--- config.mk ---
export PLATFORM = sky130hd
export DESIGN_NAME = elevator_dispatch
export DESIGN_NICKNAME = d
export VERILOG_FILES = /design/src/rtl/elevator_pkg.sv /design/src/rtl/elevator_request_queue.sv /design/src/rtl/elevator_dispatch.sv
export SDC_FILE = /design/constraint.sdc
export NUM_CORES = 1
export LEC_CHECK = 0
export CAP_MARGIN = 20
export CORE_UTILIZATION = 54
export CTS_BUF_LIST = sky130_fd_sc_hd__clkbuf_16
export CTS_CLUSTER_SIZE = 25
export DETAILED_ROUTE_END_ITERATION = 7
export MAX_ROUTING_LAYER = met4
export PLACE_DENSITY_LB_ADDON = 0.08
export SYNTH_ARGS = -nofsm -noshare
export SYNTH_HDL_FRONTEND = slang
export SYNTH_SLANG_ARGS = --single-unit
--- constraint.sdc ---
create_clock -name clk -period 3.5 [get_ports clk]
set_input_delay 0.35 -clock clk [delete_from_list [all_inputs] [get_ports clk]]
set_output_delay 0.35 -clock clk [all_outputs]
set_load 0.01 [all_outputs]
--- src/rtl/elevator_pkg.sv ---
// Shared types and defaults for the elevator dispatcher.
// State encoding and direction codes are fixed here so every file agrees on them.
package elevator_pkg;

  localparam int FLOORS_DEF     = 6;
  localparam int DOOR_TICKS_DEF = 3;

  typedef enum logic [1:0] {
    IDLE      = 2'b00,
    MOVE_UP   = 2'b01,
    MOVE_DOWN = 2'b10,
    DOOR_OPEN = 2'b11
  } state_t;

  localparam logic [1:0] DIR_NONE = 2'b00;
  localparam logic [1:0] DIR_UP   = 2'b01;
  localparam logic [1:0] DIR_DOWN = 2'b10;

endpackage

--- src/rtl/elevator_request_queue.sv ---
// One bank of pending-request bits: presses set bits, serving a floor clears its bit.
// A clear only ever targets the floor being served, so clear-over-set leaves other sets intact.
module elevator_request_queue
  import elevator_pkg::*;
#(
  parameter int FLOORS = FLOORS_DEF
) (
  input  logic              clk,
  input  logic              rst_n,
  input  logic [FLOORS-1:0] set_bits,
  input  logic [FLOORS-1:0] clr_bits,
  output logic [FLOORS-1:0] q
);

  always_ff @(posedge clk or negedge rst_n) begin
    if (!rst_n) begin
      q <= '0;
    end else begin
      q <= (q | set_bits) & ~clr_bits;
    end
  end

endmodule

--- src/rtl/elevator_dispatch.sv ---
// Single-car elevator dispatcher: collects hall/car requests and sweeps the car
// floor by floor on each slow tick, opening the door where a request is served.
module elevator_dispatch
  import elevator_pkg::*;
#(
  parameter int FLOORS     = FLOORS_DEF,
  parameter int DOOR_TICKS = DOOR_TICKS_DEF
) (
  input  logic              clk,
  input  logic              rst_n,
  input  logic              tick,
  input  logic [FLOORS-1:0] outsideUp,
  input  logic [FLOORS-1:0] outsideDown,
  input  logic [FLOORS-1:0] insideFloor,
  output logic [2:0]        currentFloor,
  output logic [1:0]        direction,
  output logic              doorOpen,
  output logic [FLOORS-1:0] queueUp,
  output logic [FLOORS-1:0] queueDown,
  output logic [FLOORS-1:0] queueinside
);

  localparam int         DW  = (DOOR_TICKS > 2) ? $clog2(DOOR_TICKS) : 1;
  localparam logic [2:0] TOP = 3'(FLOORS - 1);

  state_t        state, state_next;
  logic [2:0]    cur_floor, floor_next;
  logic [1:0]    dir, dir_next;
  logic [DW-1:0] dwell, dwell_next;

  function automatic logic [FLOORS-1:0] onehot(input logic [2:0] f);
    logic [FLOORS-1:0] oh;
    for (int i = 0; i < FLOORS; i++) oh[i] = (i == int'(f));
    return oh;
  endfunction

  function automatic logic any_above(input logic [FLOORS-1:0] v, input logic [2:0] f);
    logic r;
    r = 1'b0;
    for (int i = 0; i < FLOORS; i++) if (i > int'(f) && v[i]) r = 1'b1;
    return r;
  endfunction

  function automatic logic any_below(input logic [FLOORS-1:0] v, input logic [2:0] f);
    logic r;
    r = 1'b0;
    for (int i = 0; i < FLOORS; i++) if (i < int'(f) && v[i]) r = 1'b1;
    return r;
  endfunction

  logic [FLOORS-1:0] all_req, here_mask, up_mask, dn_mask, top_mask, bottom_mask;
  logic [FLOORS-1:0] block_up, block_dn, block_in;
  logic [FLOORS-1:0] set_up, set_dn, set_in, clr_up, clr_dn, clr_in;
  logic [2:0]        next_up, next_dn;
  logic              pend_above, pend_below, pend_here, go_up, restart;
  logic              above_next, below_next, rev_up, rev_dn, stop_up, stop_dn;

  assign all_req     = queueUp | queueDown | queueinside;
  assign here_mask   = onehot(cur_floor);
  assign next_up     = cur_floor + 3'd1;
  assign next_dn     = cur_floor - 3'd1;
  assign up_mask     = onehot(next_up);
  assign dn_mask     = onehot(next_dn);
  assign top_mask    = onehot(TOP);
  assign bottom_mask = onehot(3'd0);

  assign pend_above = any_above(all_req, cur_floor);
  assign pend_below = any_below(all_req, cur_floor);
  assign pend_here  = |(all_req & here_mask);
  assign go_up      = pend_above & ((dir != DIR_DOWN) | !pend_below);

  // Stop test evaluated at the floor the car is about to reach; rev_* marks that
  // the opposite hall call there is served because nothing lies further ahead.
  assign above_next = any_above(all_req, next_up);
  assign below_next = any_below(all_req, next_dn);
  assign rev_up     = (|(queueDown & up_mask)) & !above_next;
  assign rev_dn     = (|(queueUp & dn_mask)) & !below_next;
  assign stop_up    = (|((queueUp | queueinside) & up_mask)) | rev_up | (next_up == TOP);
  assign stop_dn    = (|((queueDown | queueinside) & dn_mask)) | rev_dn | (next_dn == 3'd0);

  // While the door is open, a press already being served here just extends the dwell.
  assign block_up = (state == DOOR_OPEN && dir != DIR_DOWN) ? here_mask : '0;
  assign block_dn = (state == DOOR_OPEN && dir != DIR_UP)   ? here_mask : '0;
  assign block_in = (state == DOOR_OPEN) ? here_mask : '0;
  assign set_up   = outsideUp & ~top_mask & ~block_up;
  assign set_dn   = outsideDown & ~bottom_mask & ~block_dn;
  assign set_in   = insideFloor & ~block_in;
  assign restart  = (|(outsideUp & ~top_mask & block_up)) |
                    (|(outsideDown & ~bottom_mask & block_dn)) |
                    (|(insideFloor & block_in));

  elevator_request_queue #(.FLOORS(FLOORS)) u_queue_up (
    .clk(clk), .rst_n(rst_n), .set_bits(set_up), .clr_bits(clr_up), .q(queueUp)
  );
  elevator_request_queue #(.FLOORS(FLOORS)) u_queue_down (
    .clk(clk), .rst_n(rst_n), .set_bits(set_dn), .clr_bits(clr_dn), .q(queueDown)
  );
  elevator_request_queue #(.FLOORS(FLOORS)) u_queue_inside (
    .clk(clk), .rst_n(rst_n), .set_bits(set_in), .clr_bits(clr_in), .q(queueinside)
  );

  always_ff @(posedge clk or negedge rst_n) begin
    if (!rst_n) begin
      state     <= IDLE;
      cur_floor <= 3'd0;
      dir       <= DIR_NONE;
      dwell     <= '0;
    end else begin
      state     <= state_next;
      cur_floor <= floor_next;
      dir       <= dir_next;
      dwell     <= dwell_next;
    end
  end

  always_comb begin
    state_next = state;
    floor_next = cur_floor;
    dir_next   = dir;
    dwell_next = dwell;
    clr_up     = '0;
    clr_dn     = '0;
    clr_in     = '0;
    case (state)
      IDLE: if (tick) begin
        if (pend_here) begin
          state_next = DOOR_OPEN;
          dwell_next = '0;
          clr_up     = here_mask;
          clr_dn     = here_mask;
          clr_in     = here_mask;
        end else if (go_up) begin
          state_next = MOVE_UP;
          dir_next   = DIR_UP;
        end else if (pend_below) begin
          state_next = MOVE_DOWN;
          dir_next   = DIR_DOWN;
        end else begin
          dir_next = DIR_NONE;
        end
      end
      MOVE_UP: if (tick) begin
        if (cur_floor >= TOP) begin
          state_next = IDLE;
          dir_next   = DIR_NONE;
        end else begin
          floor_next = next_up;
          if (stop_up) begin
            state_next = DOOR_OPEN;
            dwell_next = '0;
            clr_up     = up_mask;
            clr_in     = up_mask;
            clr_dn     = above_next ? '0 : up_mask;
            dir_next   = rev_up ? DIR_DOWN : DIR_UP;
          end
        end
      end
      MOVE_DOWN: if (tick) begin
        if (cur_floor == 3'd0) begin
          state_next = IDLE;
          dir_next   = DIR_NONE;
        end else begin
          floor_next = next_dn;
          if (stop_dn) begin
            state_next = DOOR_OPEN;
            dwell_next = '0;
            clr_dn     = dn_mask;
            clr_in     = dn_mask;
            clr_up     = below_next ? '0 : dn_mask;
            dir_next   = rev_dn ? DIR_UP : DIR_DOWN;
          end
        end
      end
      DOOR_OPEN: begin
        if (restart) begin
          dwell_next = '0;
        end else if (tick) begin
          if (dwell == DW'(DOOR_TICKS - 1)) begin
            dwell_next = '0;
            if (go_up) begin
              state_next = MOVE_UP;
              dir_next   = DIR_UP;
            end else if (pend_below) begin
              state_next = MOVE_DOWN;
              dir_next   = DIR_DOWN;
            end else begin
              state_next = IDLE;
              dir_next   = DIR_NONE;
            end
          end else begin
            dwell_next = dwell + DW'(1);
          end
        end
      end
      default: state_next = IDLE;
    endcase
  end

  assign currentFloor = cur_floor;
  assign direction    = dir;
  assign doorOpen     = (state == DOOR_OPEN);

endmodule
==> results of run 1 <==
final cells by class:
class	count	area, um2	area share
well taps	67	83.8	0.0262
repair buffers	52	495	0.155
flip-flops and latches	27	676	0.211
clock buffers	3	75.1	0.0234
inverters	16	60.1	0.0188
multi-input cells	267	1800	0.564
clock inverters	1	7.51	0.00234
per-stage QoR:
| stage | instances | hold WS, ns | setup WS, ns |
|---|---|---|---|
| floorplan | 326 | 0.0544 | 0.545 |
| global placement | 429 | 0.459 | 0.487 |
| detailed placement | 429 | 0.459 | 0.389 |
| CTS | 433 | 0.470 | 0.371 |
| global route | 433 | 0.491 | 0.0825 |
| finish | 433 | 0.470 | 0.286 |
sequential cells by signal (all words and copies together), names as in the netlist:
name / flops
u_queue_down.q: 6
dwell: 2
u_queue_up.q: 6
state: 2
direction: 2
u_queue_inside.q: 6
currentFloor: 3
worst paths after layout:
| kind | startpoint | end | slack (ns) | depth (start not counted) |
|---|---|---|---|---|
| setup / recovery | currentFloor[1] | dwell[1] | 0.29 | 9 |
| hold / removal | rst_n | currentFloor[1] | 0.47 | 2 |
| setup reg to reg | currentFloor[1] | dwell[1] | 0.29 | 9 |
| hold reg to reg | dwell[0] | dwell[0] | 0.47 | 1 |
| max in group asynchronous | rst_n | u_queue_up.q[4] | 2.76 | 2 |
| min in group clk | dwell[0] | dwell[0] | 0.47 | 1 |
synth_stat cells, types with 2 or more instances:
| library cell | number |
|---|---|
| a211o_2 | 2 |
| a211oi_1 | 10 |
| a21boi_0 | 4 |
| a21oi_1 | 30 |
| a221oi_1 | 3 |
| a22oi_1 | 9 |
| a31oi_1 | 2 |
| a32oi_1 | 2 |
| and2_1 | 6 |
| clkbuf_1 | 7 |
| clkbuf_8 | 5 |
| dfrtp_1 | 27 |
| ha_1 | 14 |
| inv_1 | 16 |
| mux2_1 | 2 |
| mux2i_1 | 4 |
| nand2_1 | 29 |
| nand2b_1 | 7 |
| nand3_1 | 8 |
| nand4_1 | 3 |
| nand4b_1 | 2 |
| nor2_1 | 24 |
| nor2b_1 | 6 |
| nor3_1 | 14 |
| nor3_2 | 2 |
| nor3_4 | 2 |
| nor4_1 | 2 |
| o211ai_1 | 2 |
| o21a_1 | 4 |
| o21ai_0 | 14 |
| o21ai_1 | 4 |
| o221ai_1 | 3 |
| o22ai_1 | 8 |
| o2bb2ai_1 | 4 |
| o311a_1 | 3 |
| o31ai_1 | 4 |
| or3_1 | 5 |
report_power, final:
| group | total, uW | internal (uW) | switching (uW) |
|---|---|---|---|
| registers | 575 | 409 | 166 |
| clock network | 269 | 155 | 113 |
| logic | 2240 | 869 | 1370 |
cell families (layout without fill, tap and decap cells):
logic type	after synthesis	count (layout)
xor+xnor	3	3
buf+inv	32	72
fa+ha+maj	14	14
compound gates	124	124
mux	7	7
simple gates	119	119
flops	27	27
routing by layer:
layer	wire, um	share of wire
met5	0	0
met4	266	0.031
met3	817	0.095
met2	3700	0.43
met1	3820	0.44
worst register-to-register path, stage by stage, from the launching register on:
cell and delay, ns:
dfrtp_1 0.55, inv_1 0.18, ha_1 0.51, nor2b_1 0.32
a22o_2 0.19, a21oi_1 0.14, o31ai_4 0.41, o221ai_2 0.19
or4b_4 0.51, o21ai_1 0.14
==> impl_results.md, run 1 <==
- Simple-Gate Fraction of Synth Area: 0.242
- Final HPWL DP: 6.56 mm
- Unrepaired setup endpoints after global routing: false
- Yosys reg bits: 27
- Vias in the first global route: 2,532
- Most frequent cells in the layout: 42 x clkdlybuf4s50_1, 30 x a21oi_1, 29 x nand2_1
- Post-synth top area share: 0.254
- Design Power: 3080 uW
- CP Class: reg2reg
- Worst hold path class: in2async
- CTS tree: done
- DRT Wirelength: 8.61 mm
- Post-Syn Nets: 361
- Prevailing post-synth register cell: dfrtp_1
- First-pass GRT wire length: 13.3 mm
- Clock buffer depth: 2
- P&R area growth vs syn: 20.5%
- Distinct cells, synth: 70
- Worst Setup Start Kind: flip-flop
- EDFF count, synth: 0
- Filler instances: 407
- Vias/cell: 6.69
- Synth Area in Adders: 0.0659
- Die area: 5200 um2
- Largest family of logic cells by synthesized area: compound AO/OA/AOI/OAI gates
- # Max-Cap Violations: 0
- Mean post-synth cell area: 8.15 um2
- Starting density of the core: 0.562
- Layout cells sized above 1: 0.0956
- Commonest non-fill, non-tap cell in the layout: clkdlybuf4s50_1
- # setup viols final: 0
- Top Usage Layer GRT: met2
- Async set-or-reset flop fraction in the synthesized netlist: 1.00
- Clock Pin Slew Worst Setup and Hold Paths: 0.07 ns
- Routed length per instance: 19.9 um
- Initial antenna violation count: 0
- Total Routing Usage GR: 0.346
- Routability cong.: 1.04
- XOR/XNOR share of the synthesized area: 0.0127
- Final hold viol count: 0
- Pin count of the biggest net entering global routing: 28
- Setup bufs post-CTS: 0
- Top delay family on crit path: compound AO/OA/AOI/OAI gates
- GRT met2 Usage: 0.507
- Worst endpoint required time: 3.69 ns
- Routed vias: 2,896
- Post-route cell area: 3200 um2
- Setup TNS: 0 ns
- Layout Skew: 0.00288 ns
- Slowest-stage cell, CP: dfrtp_1
- Max Slew Vio Count: 0
- Fmax: 311 MHz
- Boundary Pins: 45
- Resize count post-CTS: 0
- I/O Buffers: 42
- Residual DRC: 0
- Worst-path cell chain: inv_1 -> ha_1 -> nor2b_1 -> a22o_2 -> a21oi_1 -> o31ai_4 -> o221ai_2 -> or4b_4 -> o21ai_1
- Util after Layout: 0.678
- Core ar.: 4720 um2
- Die Height: 72.1 um
- Post-synthesis mux area share: 0.0278
- Crit-path max FO: 11
- Cell Area, Synth: 2660 um2
- Worst ir drop on vdd: 546 uV
- Critical path buffers and inverters: 1
- Crit path arrival time: 3.40 ns
- Seq/Total Area, Yosys: 0.254
- Hold-fix buffers, CTS: 0
- Num Clock Sinks: 27
- DIE WIDTH: 72.1 um
- Top cells by area, synth: dfrtp_1 25%, ha_1 6.6%, a21oi_1 5.7%
- Grt met3 use: 0.0542
- Worst-Skew Late Latency: 0.26 ns
- Met1 GRT Util: 0.493
- Slew HR: 0.573
- Total Nets Final: 402
- P_leak: 0.00116 uW
- Largest area contributor in the netlist: dfrtp_1
- Placed inst area: 3120 um2
- Pre-antenna DRT Iters: 5
- Detail Route Antenna Nets: 0
- Cell Rows: 25
- Cells after Synth: 326
- Critical path endpoint category: flip-flop
- Compound-Gate Fraction of Synth Area: 0.331
- Period minus WS final: 3.21 ns
- Worst path max stage delay: 0.55 ns
- Synth Warn #: 0
- TritonCTS Buffers: 3
- Status: complete, no violations
- Number of diodes: 0
- H-tree lvl count: 1
- Root Driver: clkbuf_16
- Least-Margin Pin Slew: 0.634 ns
- Pwr per Cell Area: 963 nW/um2
- Total grt overflow: 0
- Initial DRC Count: 269
- Tcrit/Tclk final: 0.918
Power figures use the tool's default switching activity.
==> inputs of run 2 (changes only) <==
CORE_ASPECT_RATIO = 2   (was not set)
==> run 2 against run 1 <==
Net effect: largest power group unchanged; non-clock buffer count grew 3; sequential cell count is the same; sequential share of layout area is essentially flat; global-route usage grew 7.2 points; sequential power shrank 2%; critical endpoint is now state[1]; clock-buffer cell count is the same; worst setup slack gained 0.17 ns; clock skew is essentially flat; first-iteration DRC count shrank 17%.
==> impl_results.md, run 2 (synthesis results as in run 1) <==
- Status: complete, no violations
- Detail Route Antenna Nets: 0 (unchanged)
- CP Class: reg2reg
- Reg area: 676 um2 (unchanged)
- Starting density of the core: 0.572 (+0.00985)
- P_leak: 0.00118 uW (+1.2%)
- Worst-path cell chain: buf_4 -> ha_1 -> buf_4 -> nand2_1 -> o2bb2ai_1 -> nor3_1 -> nand2_1 -> o31ai_1 -> mux2_1
- Filler instances: 412 (+1.2%)
- DIE WIDTH: 51.6 um (-28%)
- Setup TNS: 0 ns (unchanged)
- Placed cell count: 420 (-2.1%)
- P&R area growth vs syn: 20.8%
- Fmax: 329 MHz (+5.7%)
- Worst ir drop on vdd: 639 uV (+17%)
- Least-Margin Pin Slew: 0.635 ns (+0.000572 ns)
- Worst Setup Start Kind: flip-flop
- Top delay family on crit path: simple AND/OR/NAND/NOR gates
- Hold Slack: 0.470 ns (+0.000115 ns)
- Core ar.: 4640 um2 (-1.7%)
- Cell Rows: 35 (+40%)
- Residual DRC: 0 (unchanged)
- Placed inst area: 3130 um2 (+0.24%)
- Initial antenna violation count: 0 (unchanged)
- Worst hold path class: in2async
- R2R setup slack: 0.46 ns (+0.17 ns)
- Worst-Skew Late Latency: 0.27 ns (about the same)
- Boundary Pins: 45 (unchanged)
- Critical path buffers and inverters: 2 (+1)
- Slowest-stage cell, CP: nor3_1
- Layout Skew: 0.00253 ns (-0.000348 ns)
- Routed length per instance: 22.8 um (+15%)
- Routability cong.: 1.02 (-1.4%)
- Root Driver: clkbuf_16
- Total Routing Usage GR: 0.417 (+0.0716)
- DRT Wirelength: 9.66 mm (+12%)
- Resize count post-CTS: 0 (unchanged)
- Period minus WS final: 3.04 ns (-0.173 ns)
- # setup viols final: 0 (unchanged)
- Hold-fix buffers, CTS: 0 (unchanged)
- Setup bufs post-CTS: 0 (unchanged)
- Initial DRC Count: 223 (-17%)
- Die Height: 101 um (+40%)
- Routed vias: 2,999 (+3.6%)
- Most frequent cells in the layout: 42 x clkdlybuf4s50_1, 30 x a21oi_1, 29 x nand2_1
- Num Clock Sinks: 27 (unchanged)
- Crit-path max FO: 15 (+4)
- Commonest non-fill, non-tap cell in the layout: clkdlybuf4s50_1
- Vias/cell: 7.07 (+5.8%)
- H-tree lvl count: 1 (unchanged)
- Pin count of the biggest net entering global routing: 28 (unchanged)
- Post-route cell area: 3210 um2 (+0.23%)
- Max Slew Vio Count: 0 (unchanged)
- Clock buffer depth: 2 (unchanged)
- Slew HR: 0.577 (+0.00409)
- I/O Buffers: 42 (unchanged)
- Final HPWL DP: 7.30 mm (+11%)
- Pre-antenna DRT Iters: 5 (unchanged)
- Critical path endpoint category: flip-flop
- Top flop regs: u_queue_down.q x6, u_queue_inside.q x6, u_queue_up.q x6
- Fin worst setup slack: 0.459 ns (+0.173 ns)
- Worst endpoint required time: 3.66 ns (-0.03 ns)
- TritonCTS Buffers: 3 (unchanged)
- Worst path max stage delay: 0.49 ns (-0.06 ns)
- Layout cells sized above 1: 0.103 (+0.00735)
- # Max-Cap Violations: 0 (unchanged)
- Post-Layout Cell Count: 424 (-2.1%)
- Crit path arrival time: 3.20 ns (-0.20 ns)
- Vias in the first global route: 3,022 (+19%)
- Pwr per Cell Area: 991 nW/um2 (+3.0%)
- CTS tree: done
- Unrepaired setup endpoints after global routing: false
- First-pass GRT wire length: 15.5 mm (+16%)
- Total Nets Final: 405 (+0.75%)
- Clock Pin Slew Worst Setup and Hold Paths: 0.08 ns (about the same)
- Final hold viol count: 0 (unchanged)
- Die area: 5220 um2 (+0.33%)
- Pre-CTS setup slack: 0.550 ns (+0.161 ns)
- Tcrit/Tclk final: 0.869 (-0.0494)
- Total grt overflow: 0 (unchanged)
- Number of diodes: 0 (unchanged)
- Area of the multi-input gates: 1800 um2 (unchanged)
==> run 2: cell count changes in the layout (fill, tap and decap cells not counted), sizes merged <==
cell and delta:
buf +3
==> run 2: path summary, 6_finish.rpt <==
| check | from | endpoint | depth (start not counted) |
|---|---|---|---|
| min reg2reg | dwell[0] | dwell[0] | 1 |
| max | currentFloor[0] | state[1] | 9 |
| min | rst_n | currentFloor[0] | 2 |
| min in group clk | dwell[0] | dwell[0] | 1 |
| max reg2reg | currentFloor[0] | state[1] | 9 |
| max in group asynchronous | rst_n | u_queue_down.q[4] | 2 |
==> run 2: per-stage QoR <==
step	utilization	power, uW
CTS	0.691	3100
global placement	0.674	2800
floorplan	-	2080
finish	0.691	3180
global route	0.691	3370
detailed placement	0.674	2810
==> run 2: metal layers <==
layer  up-vias  GRT usage  wire (um)
met1      1407      0.432       3320
li1       1322          -          -
met2       213      0.715       5090
met3        57     0.0721        711
met5         -          -          0
met4         0      0.243        538
==> run 2: where the power goes <==
part / internal (uW) / switching (uW)
logic: 905 / 1430
registers: 409 / 155
clock network: 156 / 130
total: 1470 / 1710
==> run 2: area by class of cell <==
class | instances | area share
Clock buffer | 3 | 0.0234
Clock inverter | 1 | 0.00234
Inverter | 16 | 0.0187
Multi-Input combinational cell | 267 | 0.562
Sequential cell | 27 | 0.211
Tap cell | 55 | 0.0214
Timing Repair Buffer | 55 | 0.161
==> run 2: worst register-to-register path, delay by kind of cell, from the launching register on <==
kind | cells | cell delay, ns
AO/OA/AOI/OAI | 2 | 0.59
adder cells (fa/ha/maj) | 1 | 0.39
buffers and inverters | 2 | 0.46
flip-flops | 1 | 0.44
multiplexers | 1 | 0.37
AND/OR/NAND/NOR | 3 | 0.68
